$ cat src/rtl/mc_pkg.sv
// Shared types and constants for the multi-cycle main control FSM.
// The ALU class codes are consumed by the downstream ALU control decoder.
package mc_pkg;

  typedef enum logic [3:0] {
    FETCH    = 4'd0,
    DECODE   = 4'd1,
    MEM_ADDR = 4'd2,
    MEM_RD   = 4'd3,
    MEM_WR   = 4'd4,
    MEM_WB   = 4'd5,
    R_EXEC   = 4'd6,
    R_WB     = 4'd7,
    I_EXEC   = 4'd8,
    I_WB     = 4'd9,
    BRANCH   = 4'd10,
    JUMP     = 4'd11
  } mc_state_e;

  localparam logic [5:0] OP_RTYPE = 6'b000000;
  localparam logic [5:0] OP_LW    = 6'b100011;
  localparam logic [5:0] OP_SW    = 6'b101011;
  localparam logic [5:0] OP_BEQ   = 6'b000100;
  localparam logic [5:0] OP_ADDI  = 6'b001000;
  localparam logic [5:0] OP_J     = 6'b000010;

  localparam logic [1:0] ALUOP_FUNCT = 2'b00;
  localparam logic [1:0] ALUOP_SUB   = 2'b01;
  localparam logic [1:0] ALUOP_ADD   = 2'b10;

  localparam logic [1:0] SRCB_RT     = 2'b00;
  localparam logic [1:0] SRCB_FOUR   = 2'b01;
  localparam logic [1:0] SRCB_IMM    = 2'b10;
  localparam logic [1:0] SRCB_IMM_SH = 2'b11;

  localparam logic [1:0] PCSRC_ALU    = 2'b00;
  localparam logic [1:0] PCSRC_ALUOUT = 2'b01;
  localparam logic [1:0] PCSRC_JUMP   = 2'b10;

  // States that issue a memory request and may stall on mem_ready.
  function automatic logic is_mem_state(input mc_state_e s);
    return (s == FETCH) || (s == MEM_RD) || (s == MEM_WR);
  endfunction

endpackage

$ cat src/rtl/mc_main_control_mem_watchdog.sv
// Memory wait counter with timeout compare; start clears the count,
// otherwise it counts stalled cycles and saturates at MEM_TIMEOUT.
module mc_mem_watchdog #(
  parameter int MEM_TIMEOUT = 16,
  parameter int CNT_W       = 5
) (
  input  logic clk,
  input  logic rst_n,
  input  logic start,
  input  logic waiting,
  input  logic mem_ready,
  output logic timeout
);

  localparam logic [CNT_W-1:0] LIMIT = CNT_W'(MEM_TIMEOUT);
  localparam logic             ENABLE = (MEM_TIMEOUT != 0);

  logic [CNT_W-1:0] wait_cnt;
  logic             stalled;

  assign stalled = waiting & ~mem_ready;
  assign timeout = ENABLE & stalled & (wait_cnt == LIMIT);

  always_ff @(posedge clk or negedge rst_n) begin
    if (!rst_n) begin
      wait_cnt <= '0;
    end else if (start) begin
      wait_cnt <= '0;
    end else if (stalled && (wait_cnt != LIMIT)) begin
      wait_cnt <= wait_cnt + 1'b1;
    end
  end

endmodule

$ cat src/rtl/mc_main_control.sv
// Multi-cycle MIPS-subset main control: Moore decode of datapath controls,
// with memory-handshake signals qualified by mem_ready and the watchdog.
module mc_main_control
  import mc_pkg::*;
#(
  parameter int MEM_TIMEOUT = 16,
  parameter int CNT_W       = 5
) (
  input  logic       clk,
  input  logic       rst_n,
  input  logic [5:0] opcode,
  input  logic       mem_ready,
  output logic       pc_write,
  output logic       pc_write_cond,
  output logic       iord,
  output logic       mem_read,
  output logic       mem_write,
  output logic       ir_write,
  output logic       mem_to_reg,
  output logic       reg_dst,
  output logic       reg_write,
  output logic       alu_src_a,
  output logic [1:0] alu_src_b,
  output logic [1:0] alu_op,
  output logic [1:0] pc_source,
  output logic       instr_done,
  output logic       illegal_op,
  output logic       mem_timeout,
  output logic [3:0] state_dbg
);

  mc_state_e state, state_next;
  logic      timeout;
  logic      wd_start;

  // The counter restarts whenever a memory state is entered, including the
  // FETCH -> FETCH retry after a timeout.
  assign wd_start = is_mem_state(state_next) && ((state_next != state) || timeout);

  mc_mem_watchdog #(
    .MEM_TIMEOUT(MEM_TIMEOUT),
    .CNT_W      (CNT_W)
  ) u_watchdog (
    .clk      (clk),
    .rst_n    (rst_n),
    .start    (wd_start),
    .waiting  (is_mem_state(state)),
    .mem_ready(mem_ready),
    .timeout  (timeout)
  );

  always_ff @(posedge clk or negedge rst_n) begin
    if (!rst_n) state <= FETCH;
    else        state <= state_next;
  end

  // Handshake: a request (mem_read/mem_write) is held until the cycle in
  // which mem_ready is high; that cycle completes the access. A timeout only
  // fires with mem_ready low, so a late ready always wins.
  always_comb begin
    state_next    = state;
    pc_write      = 1'b0;
    pc_write_cond = 1'b0;
    iord          = 1'b0;
    mem_read      = 1'b0;
    mem_write     = 1'b0;
    ir_write      = 1'b0;
    mem_to_reg    = 1'b0;
    reg_dst       = 1'b0;
    reg_write     = 1'b0;
    alu_src_a     = 1'b0;
    alu_src_b     = SRCB_RT;
    alu_op        = ALUOP_FUNCT;
    pc_source     = PCSRC_ALU;
    instr_done    = 1'b0;
    illegal_op    = 1'b0;
    mem_timeout   = 1'b0;

    unique case (state)
      FETCH: begin
        mem_read  = ~timeout;
        alu_src_b = SRCB_FOUR;
        alu_op    = ALUOP_ADD;
        ir_write  = mem_ready;
        pc_write  = mem_ready;
        if (mem_ready)    state_next = DECODE;
        else if (timeout) begin
          mem_timeout = 1'b1;
          state_next  = FETCH;
        end
      end
      DECODE: begin
        alu_src_b = SRCB_IMM_SH;
        alu_op    = ALUOP_ADD;
        unique case (opcode)
          OP_LW, OP_SW: state_next = MEM_ADDR;
          OP_RTYPE:     state_next = R_EXEC;
          OP_BEQ:       state_next = BRANCH;
          OP_ADDI:      state_next = I_EXEC;
          OP_J:         state_next = JUMP;
          default: begin
            illegal_op = 1'b1;
            state_next = FETCH;
          end
        endcase
      end
      MEM_ADDR: begin
        alu_src_a  = 1'b1;
        alu_src_b  = SRCB_IMM;
        alu_op     = ALUOP_ADD;
        state_next = (opcode == OP_SW) ? MEM_WR : MEM_RD;
      end
      MEM_RD: begin
        mem_read = ~timeout;
        iord     = 1'b1;
        if (mem_ready)    state_next = MEM_WB;
        else if (timeout) begin
          mem_timeout = 1'b1;
          state_next  = FETCH;
        end
      end
      MEM_WR: begin
        mem_write = ~timeout;
        iord      = 1'b1;
        if (mem_ready) begin
          instr_done = 1'b1;
          state_next = FETCH;
        end else if (timeout) begin
          mem_timeout = 1'b1;
          state_next  = FETCH;
        end
      end
      MEM_WB: begin
        reg_write  = 1'b1;
        mem_to_reg = 1'b1;
        instr_done = 1'b1;
        state_next = FETCH;
      end
      R_EXEC: begin
        alu_src_a  = 1'b1;
        alu_op     = ALUOP_FUNCT;
        state_next = R_WB;
      end
      R_WB: begin
        reg_write  = 1'b1;
        reg_dst    = 1'b1;
        instr_done = 1'b1;
        state_next = FETCH;
      end
      I_EXEC: begin
        alu_src_a  = 1'b1;
        alu_src_b  = SRCB_IMM;
        alu_op     = ALUOP_ADD;
        state_next = I_WB;
      end
      I_WB: begin
        reg_write  = 1'b1;
        instr_done = 1'b1;
        state_next = FETCH;
      end
      BRANCH: begin
        alu_src_a     = 1'b1;
        alu_op        = ALUOP_SUB;
        pc_write_cond = 1'b1;
        pc_source     = PCSRC_ALUOUT;
        instr_done    = 1'b1;
        state_next    = FETCH;
      end
      JUMP: begin
        pc_write   = 1'b1;
        pc_source  = PCSRC_JUMP;
        instr_done = 1'b1;
        state_next = FETCH;
      end
      default: state_next = FETCH;
    endcase

    // Outputs are held low for the whole reset assertion, not just at the edge.
    if (!rst_n) begin
      pc_write      = 1'b0;
      pc_write_cond = 1'b0;
      iord          = 1'b0;
      mem_read      = 1'b0;
      mem_write     = 1'b0;
      ir_write      = 1'b0;
      mem_to_reg    = 1'b0;
      reg_dst       = 1'b0;
      reg_write     = 1'b0;
      alu_src_a     = 1'b0;
      alu_src_b     = 2'b00;
      alu_op        = 2'b00;
      pc_source     = 2'b00;
      instr_done    = 1'b0;
      illegal_op    = 1'b0;
      mem_timeout   = 1'b0;
    end
  end

  assign state_dbg = rst_n ? state : 4'd0;

endmodule

$ cat config.mk
export PLATFORM = sky130hd
export DESIGN_NAME = mc_main_control
export DESIGN_NICKNAME = d
export VERILOG_FILES = /design/src/rtl/mc_pkg.sv /design/src/rtl/mc_main_control_mem_watchdog.sv /design/src/rtl/mc_main_control.sv
export SDC_FILE = /design/constraint.sdc
export NUM_CORES = 1
export LEC_CHECK = 0
export BUFFER_PORTS_ARGS = -buffer_cell sky130_fd_sc_hd__buf_2
export CAP_MARGIN = 5
export CORE_ASPECT_RATIO = 1.2
export CORE_MARGIN = 10
export CORE_UTILIZATION = 45
export DETAILED_ROUTE_END_ITERATION = 8
export GPL_ROUTABILITY_DRIVEN = 1
export GPL_TIMING_DRIVEN = 0
export PLACE_DENSITY_LB_ADDON = 0.05
export SLEW_MARGIN = 20
export SYNTH_ARGS = -nofsm -noshare
export SYNTH_HDL_FRONTEND = slang
export SYNTH_SLANG_ARGS = --single-unit
$ cat constraint.sdc
create_clock -name clk -period 2.9 [get_ports clk]
set_clock_uncertainty 0.2 [all_clocks]
set_input_delay 0 -clock clk [delete_from_list [all_inputs] [get_ports clk]]
set_output_delay 0 -clock clk [all_outputs]
set_load 0.02 [all_outputs]
* Yosys cells after proc, flatten, opt, wreduce, memory -nomap -nowiden
Cells that the tools add are included.
** Word-level totals
- Register bits :: 9
- Input bits :: 9
- Output and inout bits :: 23
** Cells by class
- Add/subtract/negate cells :: 1
- Equal/unequal tests :: 21
- Muxes and demuxes :: 46
- Bitwise operators :: 4
- Reductions and logical operators :: 21
** Operator list (number)
- 1-bit 2-to-1 mux :: 28
- 4-bit one-hot mux with 7 select lines :: 1
- 4-bit by 3-bit == test with 1-bit output, second input constant :: 5
- 4-bit 2-to-1 mux :: 5
- 4-bit one-hot mux with 5 select lines :: 1
- 4-bit == test, second input constant :: 4
- 4-bit by 2-bit == test with 1-bit output, second input constant :: 3
- 6-bit == test, second input constant :: 2
- 5-bit 2-to-1 mux :: 2
- 4-bit zero test :: 2
- 2-bit one-hot mux with 2 select lines :: 2
- 2-bit OR reduction :: 4
- 4-bit OR reduction :: 2
- 6-bit by 2-bit == test with 1-bit output, second input constant :: 1
- 6-bit by 3-bit == test with 1-bit output, second input constant :: 1
- 6-bit by 4-bit == test with 1-bit output, second input constant :: 1
- 6-bit zero test :: 1
- 2-bit 2-to-1 mux :: 3
- 2-bit one-hot mux with 3 select lines :: 1
- 3-bit OR reduction :: 2
- 6-bit OR reduction :: 1
- 5-bit by 1-bit adder with 5-bit output, second input constant :: 1
- 5-bit == test, second input constant :: 1
- 1-bit logical OR :: 5
- 10 further kinds :: 14

* Depth between registers and ports, before layout
Gate-level depths: netlist of the first run.
- Depth in word-level cells :: 13
- Gate-level depth with buffers :: 8
- Mapped depth without buffers :: 8

* Modules after synthesis
Synthesis of the first run repeated with hierarchy kept, for this count alone.
** Second synthesis, totals
- Cell total of the unflattened synthesis :: 136
- Area total of the unflattened synthesis :: 1034.7 µm²
** By module, submodules not included
- mc_main_control :: times used 1, cells an instance 106, area each 733.2 µm²
- mc_mem_watchdog :: times used 1, cells an instance 30, area each 301.5 µm²

* Least setup slack after synthesis of the first run
No wires, ideal clock.
- Path kind :: flip-flop to flip-flop
- Start point :: reg u_watchdog.wait_cnt[0]
- End point :: reg u_watchdog.wait_cnt[0]
- Setup time :: 0.130 ns
- Arrival time :: 1.777 ns
- Setup slack :: 0.793 ns
- Stages on the path, launching flop included :: 9
- Buffers on the path :: 0
- Cells stage by stage :: dfrtp_1 > inv_1 > ha_1 > nor4bb_1 > nor4_1 > a41oi_1 > nor3_1 > a211oi_4 > a21oi_1
** On the way
- Word-level cells in the longest chain between the ends :: 10
- Elaborated cells on any way between the ends :: 21
- Classes of those cells :: 1 x add/sub; 5 x eq/ne; 7 x mux; 1 x bitwise; 7 x reduce/logical
** Ends and longest elaborated chain
- start: declaration :: line mc_main_control_mem_watchdog.sv:18 : logic [CNT_W-1:0] wait_cnt;
- start signal: assignment :: line mc_main_control_mem_watchdog.sv:30 : wait_cnt <= wait_cnt + 1'b1;
- 5-bit == test :: line mc_main_control_mem_watchdog.sv:22 : assign timeout = ENABLE & stalled & (wait_cnt == LIMIT);
- 1-bit AND :: line mc_main_control_mem_watchdog.sv:22
- 4-bit 2-to-1 mux :: line mc_main_control.sv:87, mc_main_control.sv:117, mc_main_control.sv:128
- 4-bit 2-to-1 mux, on equally long branches :: line mc_main_control.sv:125, mc_main_control.sv:86, mc_main_control.sv:116
- 4-bit one-hot mux with 7 select lines :: line mc_main_control.sv:79 : unique case (state)
- 4-bit by 2-bit == test with 1-bit output or 4-bit zero test (tied branches) :: line mc_pkg.sv:42 : return (s == FETCH) || (s == MEM_RD) || (s == MEM_WR);
- 1-bit logical OR (2 in series) :: line mc_pkg.sv:42
- 1-bit logical AND :: line mc_main_control.sv:38 : assign wd_start = is_mem_state(state_next) && ((state_next != state) || timeout);
- 5-bit 2-to-1 mux or 2-bit nonzero test (tied branches)
Parallel ways exist; a longest one is shown, timed or not. The select of a mux whose other input is x is not followed.
A chain may end at the register's enable or synchronous reset.

* Worst setup path in the final report of the first run
- Start point :: reg u_watchdog.wait_cnt[0]
- End point :: reg u_watchdog.wait_cnt[3]
Same word-level chain as after synthesis.

==> run metrics, run 1 <==
Mapped Area 1035 µm²; Slew HR 56.55%; nets 182; Fin. Hold Viols 0; Inst Count DP 192; post-route cell area 1295 µm²; commonest cells after routing, fill and taps aside buf_2, nor2_1, a21oi_1; Initial Util 48.88%; Synth Instances 131; CP required 2.84 ns; worst path arrival time 2.36 ns; CORE AREA 2117 µm²; CTS Buf Count 3; full die area 4626 µm²; Max stage delay on crit path 0.42 ns; VDD IR max 0.4752 mV; critical setup path kind register to register; GPL Wtd Cong 0.7912; worst reg2reg setup slack 0.48 ns; Max Freq 0.4132 GHz; fin cells 200; Detailed Routing Iterations Pass 1 4; crit path cell chain inv_1 -> ha_1 -> nor4bb_1 -> nor4_1 -> a41oi_1 -> nor3_1 -> a211oi_4 -> a21oi_1; Clock Latency Late Sink 0.27 ns; post-synth net total 142; DR DRC count 0; Syn Area/Cell 7.899 µm²; placed cell areas 1227 µm²; hold crit path type input port to register; Initial DRC Count 46; Vias/cell 5.270; via count 1054; Tot Pwr 1.025 mW; Max FO, Critical Path 5; Final period util 83.46%; worst hold margin 0.01374 ns; clock sink count 9; fin crit period 2.420 ns; CP Launch Type register; Die H 72.53 µm; outcome completed; CP max stage cell dfrtp_1; DRT Wirelength 2753 µm; switching component of the power 520.7 µW; GRT Resource Usage Total 11.55%; Congestion Overflow GR 0; Max Slew Vio Count 0; unrepaired setup endpoints after global routing no; DP HPWL 2185 µm; Netlist cell types 47; Main synth FF type dfrtp_1; largest net degree at the start of global routing 11; ANT cells 0; first-pass GRT wire length 4491 µm; Max clock buf depth 2; fillers 231; DRT antenna net count 0; antenna violations before repair 0; Ys Warns 0; Area Growth Syn to Fin 25.15%; sequential area share after synthesis 21.77%; commonest non-fill, non-tap cell in the layout buf_2; Cell Rows 18; H-tree depth 1; maxcap violations 0; clk slew on worst S/H paths 0.06 ns; drt wl/cell 13.77 µm; Async SR Flop Fraction 100.0%; Comb power frac 72.7%; share of cells above drive strength 1 30.00%; TritonCTS clock tree done; Worst Tran Pin Value 0.6498 ns; Seq cells post-synth 9; port bufs 31; leak pwr 0.6141 nW; clock power share 9.5%; number of flops mapped to enable cells by yosys 0; Ports 32; post-CTS setup buffer count 0; Internal 504.1 µW; clock tree root driver cell clkbuf_4; setup TNS 0 ns; vias in the first global route 1048; Power Dens Cells 791.3 nW/µm²; register share of total power 17.9%; switch share 50.81%; Critical Path Sink Type register; Die W 63.78 µm; final setup fails 0
==> cell usage after synthesis (all sizes together), types with 2 or more instances <==
cell type   n  share of area, %
nor2       15               6.2
a21oi      13               6.3
dfrtp       9                22
o21ai       9               4.4
buf         7               5.3
clkbuf      5               1.8
inv         5               1.8
nand2       5               1.8
nand2b      5               3.0
nor3        5               3.5
nor3b       5               3.6
and2        4               2.4
nor4        4               3.0
xor2        4               3.4
nand4       3               2.4
nor2b       3               1.8
and3b       2               1.7
ha          2               2.4
mux2i       2               1.9
nand3b      2               1.5
or2         2               1.2
or4         2               1.8
xnor2       2               1.7
==> cell families after synthesis <==
logic type	Yosys count	synth area share, %
multiplexers	2	1.935
XOR/XNOR	6	5.079
AND/OR/NAND/NOR	63	38.94
adder cells (fa/ha/maj)	2	2.418
AO/OA/AOI/OAI	32	20.92
buffers and inverters	17	8.948
flip-flops	9	21.77
==> layer usage <==
metal	track usage [%]	part of all wire, %	up-vias
met3	3.226	7.6	5
met2	21.36	49	25
met5	0	0	-
li1	-	-	548
met1	11.82	41	476
met4	5.109	1.5	0
==> critical path, delay by kind of cell (launching register included) <==
kind                     cells  cell delay [ns]
AND/OR/NAND/NOR              3             0.68
AO/OA/AOI/OAI                3             0.76
flip-flops                   1             0.42
buffers and inverters        1             0.08
adder cells (fa/ha/maj)      1             0.16
==> per-stage QoR <==
| step | util, % | setup slack (ns) |
|---|---|---|
| floorplan | - | 0.7934 |
| global placement | 57.98 | 0.5126 |
| detailed placement | 57.98 | 0.4823 |
| CTS | 61.17 | 0.4613 |
| global route | 61.17 | 0.3161 |
| finish | 61.17 | 0.4797 |
==> timing repair <==
action | in CTS | in global routing
hold buffers | 4 | 0
hold endpoints to repair | 11 | 0
gates resized for setup | 0 | 0
==> power by group through the flow <==
stage	Clock (mW)	Sequential (mW)	Combinational [mW]
floorplan	0	0.180	0.569
global placement	0	0.184	0.726
detailed placement	0	0.185	0.739
CTS	0.101	0.183	0.751
global route	0.102	0.186	0.829
finish	0.0970	0.183	0.745
==> sequential cells by signal, indices dropped and copies added (netlist names) <==
signal / cells
u_watchdog.wait_cnt: 5
state: 4
==> worst paths after layout <==
path	startpoint	endpoint	cells after the start
worst max register to register	u_watchdog.wait_cnt[0]$_DFFE_PN0P_	u_watchdog.wait_cnt[3]$_DFFE_PN0P_	8
worst min-delay path	opcode[1]	state[3]$_DFF_PN0_	3
min in group asynchronous	rst_n	state[2]$_DFF_PN0_	3
worst min register to register	u_watchdog.wait_cnt[4]$_DFFE_PN0P_	u_watchdog.wait_cnt[4]$_DFFE_PN0P_	2
worst max-delay path	u_watchdog.wait_cnt[0]$_DFFE_PN0P_	u_watchdog.wait_cnt[3]$_DFFE_PN0P_	8
max in group asynchronous	rst_n	u_watchdog.wait_cnt[3]$_DFFE_PN0P_	3
==> cell type report <==
cell class                      instances  area [µm²]  share of cell area (%)
Buffer                                 12       73.82                   5.700
Clock buffer                            3       22.52                   1.739
Clock inverter                          1       5.005                  0.3865
Inverter                                5       18.77                   1.449
Multi-Input combinational cell        105       716.9                   55.36
Sequential cell                         9       225.2                   17.39
Tap cell                               30       37.54                   2.899
Timing Repair Buffer                   35       195.2                   15.07
No activity file was read; power rests on OpenSTA's default activity.
==> run 2, diff against run 1 <==
- clock period: 2.9 -> 2.35 ns (I/O delays scaled with it)
==> run 2 against run 1 <==
Sequential power up 24%. Critical path depth unchanged. Largest power group unchanged. Die area unchanged. Routed wire length up 3.4%. Sequential share of layout area down 0.66 points. Sequential cell count unchanged. First-iteration DRC count up 11%. Total power up 27%. Clock-buffer cell count unchanged. Largest cell class unchanged. Setup slack worse by 0.41 ns. Final cell count up 1.5%. Core utilization up 2.4 points.
==> run metrics, run 2 (synthesized netlist as in run 1, its figures left out) <==
critical setup path kind register to register (unchanged); CORE AREA 2117 µm² (unchanged); FF-to-FF path depth 8 (unchanged); Clock Latency Late Sink 0.27 ns (about the same); clock tree root driver cell clkbuf_4 (unchanged); most flop-heavy register u_watchdog.wait_cnt (unchanged); Max clock buf depth 2 (unchanged); Max Slew Vio Count 0 (unchanged); DRT Wirelength 2847 µm (was 2753 µm); CP Buf/Inv Count 1 (unchanged); post-route cell area 1346 µm² (was 1295 µm²); worst setup margin 0.06886 ns (was 0.4797 ns); DP HPWL 2185 µm (unchanged); antenna violations before repair 0 (unchanged); Initial DRC Count 51 (was 46); Fin. Hold Viols 0 (unchanged); top layer in use met4 (unchanged); share of cells above drive strength 1 32.95% (was 30.00%); DRT antenna net count 0 (unchanged); commonest cells after routing, fill and taps aside buf_2, nor2_1, a21oi_1 (unchanged); fin crit period 2.281 ns (was 2.420 ns); hold path depth 3 (unchanged); Crit path max-delay family simple AND/OR/NAND/NOR gates (was compound AO/OA/AOI/OAI gates); worst hold margin 0.01849 ns (was 0.01374 ns); area of the multi-input gates 745.7 µm² (was 716.9 µm²); placed cell areas 1227 µm² (unchanged); GPL Wtd Cong 0.7912 (unchanged); met3 routed WL 220 µm (was 210 µm); final setup fails 0 (unchanged); maxcap violations 0 (unchanged); max reg flops 5 (unchanged); Final period util 97.07% (was 83.46%); Vias/cell 5.399 (was 5.270); Worst Tran Pin Value 0.6645 ns (was 0.6498 ns); largest net degree at the start of global routing 11 (unchanged); biggest regs u_watchdog.wait_cnt (5), state (4) (unchanged); WL met1 1159 µm (was 1140 µm); Levels on crit path 8 (unchanged); ANT cells 0 (unchanged); WL met2 1426 µm (was 1361 µm); hold crit path type input port to register (unchanged); H-tree depth 1 (unchanged); first-pass GRT wire length 4554 µm (was 4491 µm); Initial Util 48.88% (unchanged); outcome completed (unchanged); GRT Resource Usage Total 11.68% (was 11.55%); setup TNS 0 ns (unchanged); VDD IR max 0.6338 mV (was 0.4752 mV); drt wl/cell 14.02 µm (was 13.77 µm); Register Area 225.2 µm² (unchanged); clk slew on worst S/H paths 0.06 ns (about the same); via count 1096 (was 1054); worst path arrival time 2.27 ns (was 2.36 ns); Detailed Routing Iterations Pass 1 4 (unchanged); Power Dens Cells 963.1 nW/µm² (was 791.3 nW/µm²); Max Freq 0.4384 GHz (was 0.4132 GHz); Setup WS pre-CTS -0.06771 ns (was 0.4823 ns); Congestion Overflow GR 0 (unchanged); Area Growth Syn to Fin 30.11% (was 25.15%); nets 185 (was 182); Max FO, Critical Path 5 (unchanged); fillers 223 (was 231); full die area 4626 µm² (unchanged); Die H 72.53 µm (unchanged); CP required 2.34 ns (was 2.84 ns); Cell Rows 18 (unchanged); port bufs 31 (unchanged); Die W 63.78 µm (unchanged); Slew HR 55.56% (was 56.55%); leak pwr 0.6303 nW (was 0.6141 nW); CP Launch Type register (unchanged); CP max stage cell or4_4 (was dfrtp_1); TritonCTS clock tree done (unchanged); Max stage delay on crit path 0.46 ns (was 0.42 ns); commonest non-fill, non-tap cell in the layout buf_2 (unchanged); crit path cell chain inv_1 -> ha_1 -> nand4bb_1 -> a32oi_1 -> o22ai_2 -> mux2i_1 -> or4_4 -> a21oi_1 (was inv_1 -> ha_1 -> nor4bb_1 -> nor4_1 -> a41oi_1 -> nor3_1 -> a211oi_4 -> a21oi_1); vias in the first global route 1067 (was 1048); DR DRC count 0 (unchanged); CTS Buf Count 3 (unchanged); Critical Path Sink Type register (unchanged); Ports 32 (unchanged); unrepaired setup endpoints after global routing yes (was no); clock sink count 9 (unchanged)
-- run 2: per-layer routing --
metal / track usage (%) / vias up
li1: - / 556
met1: 11.91 / 506
met2: 21.70 / 29
met3: 3.226 / 5
met4: 5.109 / 0
met5: 0 / -
-- run 2: area by class of cell --
class | count | share of cell area, %
clock inverters | 1 | 0.3717
flip-flops and latches | 9 | 16.73
plain buffers | 12 | 5.483
well taps | 30 | 2.788
clock buffers | 3 | 1.673
inverters | 5 | 1.394
repair buffers | 38 | 16.17
multi-input cells | 105 | 55.39
-- run 2: power by group --
part | internal (mW) | switching (mW) | leakage (nW)
Clock | 0.0629 | 0.0573 | 0.0177
Sequential | 0.197 | 0.0301 | 0.121
Combinational | 0.379 | 0.570 | 0.491
-- run 2: path summary, 6_finish.rpt --
kind	from	end	slack, ns
hold / removal	opcode[1]	state[3]$_DFF_PN0_	0.02
setup reg to reg	u_watchdog.wait_cnt[0]$_DFFE_PN0P_	u_watchdog.wait_cnt[3]$_DFFE_PN0P_	0.07
max in group asynchronous	rst_n	u_watchdog.wait_cnt[3]$_DFFE_PN0P_	1.08
min in group asynchronous	rst_n	state[2]$_DFF_PN0_	0.58
hold reg to reg	u_watchdog.wait_cnt[4]$_DFFE_PN0P_	u_watchdog.wait_cnt[4]$_DFFE_PN0P_	0.40
setup / recovery	u_watchdog.wait_cnt[0]$_DFFE_PN0P_	u_watchdog.wait_cnt[3]$_DFFE_PN0P_	0.07
-- run 2: worst min-delay path, stage by stage --
cell,delay [ns]
buf_2,0.13
o21a_1,0.13
o32ai_1,0.14
-- run 2: through the flow --
step	util, %	cells	power (mW)
floorplan	-	131	0.9250
global placement	57.98	192	1.123
detailed placement	57.98	192	1.140
CTS	61.47	200	1.279
global route	63.59	203	1.415
finish	63.59	203	1.297
-- run 2: what timing repair did --
action                     in CTS  in global routing
gates resized for setup         1                  3
setup buffers                   0                  3
hold buffers                    4                  0
hold endpoints to repair       11                  0
pin swaps                       1                  1
setup endpoints to repair       5                  5
==> run 3, diff against run 2 <==
- REMOVE_ABC_BUFFERS: unset -> 1
- SETUP_SLACK_MARGIN: unset -> 0.2
==> run 3 against run 2 <==
Routed wire length increased by 6.1%. Total power increased by 19%. Worst hold slack got worse by 0.011 ns. Combinational power grew 19%. Fmax grew 4.0%. Clock power shrank 4%. Core utilization grew 6.7 points. Highest routed layer unchanged. Global-route usage increased by 0.098 points. Cell area increased by 11%. Die area stayed put.
==> run metrics, run 3 (synthesized netlist as in run 1, its figures left out) <==
max reg flops 5 (unchanged); fin crit period 2.194 ns (was 2.281 ns); Max Slew Vio Count 0 (unchanged); Die H 72.53 µm (unchanged); GRT Resource Usage Total 11.77% (was 11.68%); critical setup path kind register to register (unchanged); CTS Buf Count 3 (unchanged); Clock Latency Late Sink 0.26 ns (was 0.27 ns); hold path depth 3 (unchanged); ANT cells 0 (unchanged); Area Growth Syn to Fin 43.89% (was 30.11%); Max FO, Critical Path 7 (was 5); port bufs 31 (unchanged); commonest non-fill, non-tap cell in the layout buf_2 (unchanged); vias in the first global route 1043 (was 1067); reg-to-reg endpoint u_watchdog.wait_cnt[4]$_DFFE_PN0P_ (was u_watchdog.wait_cnt[3]$_DFFE_PN0P_); Die W 63.78 µm (unchanged); most flop-heavy register u_watchdog.wait_cnt (unchanged); share of cells above drive strength 1 46.37% (was 32.95%); Initial DRC Count 48 (was 51); Power Dens Cells 1038 nW/µm² (was 963.1 nW/µm²); placed cell areas 1154 µm² (was 1227 µm²); unrepaired setup endpoints after global routing yes (unchanged); clock tree root driver cell clkbuf_4 (unchanged); final setup fails 0 (unchanged); worst hold margin 0.007799 ns (was 0.01849 ns); largest net degree at the start of global routing 17 (was 11); RR Startpoint state[3]$_DFF_PN0_ (was u_watchdog.wait_cnt[0]$_DFFE_PN0P_); GPL Wtd Cong 0.8010 (was 0.7912); fin cells 209 (was 203); Max clock buf depth 2 (unchanged); via count 1138 (was 1096); clock sink count 9 (unchanged); CP Launch Type register (unchanged); post-route cell area 1489 µm² (was 1346 µm²); H-tree depth 1 (unchanged); DRT antenna net count 0 (unchanged); Congestion Overflow GR 0 (unchanged); Worst Tran Pin Value 0.5746 ns (was 0.6645 ns); Detailed Routing Iterations Pass 1 4 (unchanged); clk slew on worst S/H paths 0.06 ns (about the same); hold path start opcode[1] (unchanged); Max Freq 0.4558 GHz (was 0.4384 GHz); TritonCTS clock tree done (unchanged); first-pass GRT wire length 4664 µm (was 4554 µm); DP HPWL 1924 µm (was 2185 µm); biggest regs u_watchdog.wait_cnt (5), state (4) (unchanged); Slew HR 61.58% (was 55.56%); leak pwr 0.6798 nW (was 0.6303 nW); maxcap violations 0 (unchanged); outcome completed (unchanged); hold crit path type input port to register (unchanged); full die area 4626 µm² (unchanged); Fin. Hold Viols 0 (unchanged); worst path arrival time 2.13 ns (was 2.27 ns); DR DRC count 0 (unchanged); Inst Count DP 180 (was 192); Initial Util 48.88% (unchanged); nets 191 (was 185); Critical Path Sink Type register (unchanged); CP required 2.29 ns (was 2.34 ns); drt wl/cell 14.46 µm (was 14.02 µm); Hold EP state[3]$_DFF_PN0_ (unchanged); Cell Rows 18 (unchanged); Ports 32 (unchanged); worst reg2reg setup slack 0.16 ns (was 0.07 ns); CORE AREA 2117 µm² (unchanged); antenna violations before repair 0 (unchanged); commonest cells after routing, fill and taps aside buf_2, buf_4, nor2_1 (was buf_2, nor2_1, a21oi_1); setup TNS 0 ns (unchanged); Vias/cell 5.445 (was 5.399); DRT Wirelength 3022 µm (was 2847 µm); FF-to-FF path depth 8 (unchanged); Final period util 93.36% (was 97.07%); VDD IR max 1.062 mV (was 0.6338 mV)
## run 3: cell types whose count changed in the layout (fill, tap and decap cells not counted), moves of 2 or more
cell | before | now
buf_4 | 6 | 19
clkbuf_1 | 5 | 0
a21oi_1 | 13 | 9
a21oi_2 | 0 | 4
dfrtp_1 | 9 | 5
dfrtp_2 | 0 | 3
buf_6 | 2 | 0
inv_1 | 5 | 3
inv_2 | 0 | 2
nor4_2 | 2 | 0
nor4_4 | 0 | 2
## run 3: area by class of cell
class	instances	area (µm²)
clock buffer	3	22.52
clock inverter	1	5.005
fill	186	628.1
inverter	5	18.77
multi-input combinational	105	824.5
sequential	9	232.7
tap	30	37.54
timing repair buffer	56	347.8
## run 3: through the flow
stage	total power, mW	util, %	setup WS [ns]
floorplan	0.8720	-	0.2191
global placement	1.062	54.49	-0.1428
detailed placement	1.077	54.49	-0.1506
CTS	1.340	64.78	0.1619
global route	1.657	70.33	0.09775
finish	1.545	70.33	0.1561
## run 3: critical path, stage by stage, from the launching register on
cell	delay, ns
dfrtp_2	0.46
buf_4	0.18
buf_4	0.16
a22oi_1	0.19
a21oi_1	0.13
or2_1	0.27
a211oi_4	0.22
buf_4	0.18
a21oi_1	0.08
## run 3: power by group
group | internal [mW] | switching, mW | leakage (nW)
Combinational | 0.522 | 0.607 | 0.547
Sequential | 0.207 | 0.0945 | 0.115
Clock | 0.0626 | 0.0524 | 0.0177
## run 3: what timing repair did
item / 4_1_cts / 5_1_grt
setup buffers: 11 / 10
endpoints found under the hold margin: 11 / 0
pin swaps: 3 / 3
hold buffers: 4 / 0
setup endpoints to repair: 5 / 5
resized for setup: 14 / 9
## run 3: how the worst max path moves through the flow
stage                                          to  slack [ns]                                from
6_report       u_watchdog.wait_cnt[4]$_DFFE_PN0P_        0.16                  state[3]$_DFF_PN0_
5_1_grt        u_watchdog.wait_cnt[4]$_DFFE_PN0P_         0.1                  state[1]$_DFF_PN0_
4_1_cts        u_watchdog.wait_cnt[1]$_DFFE_PN0P_        0.16  u_watchdog.wait_cnt[0]$_DFFE_PN0P_
3_5_place_dp   u_watchdog.wait_cnt[0]$_DFFE_PN0P_       -0.15  u_watchdog.wait_cnt[0]$_DFFE_PN0P_
3_3_place_gp   u_watchdog.wait_cnt[1]$_DFFE_PN0P_       -0.14  u_watchdog.wait_cnt[0]$_DFFE_PN0P_
2_1_floorplan  u_watchdog.wait_cnt[0]$_DFFE_PN0P_        0.22                  state[3]$_DFF_PN0_
## run 3: routing by layer
layer	track usage, %	vias up	part of all wire, %
li1	-	563	-
met1	12.88	548	40
met2	21.03	25	52
met3	5.376	2	7.2
met4	1.217	0	0.13
met5	0	-	0
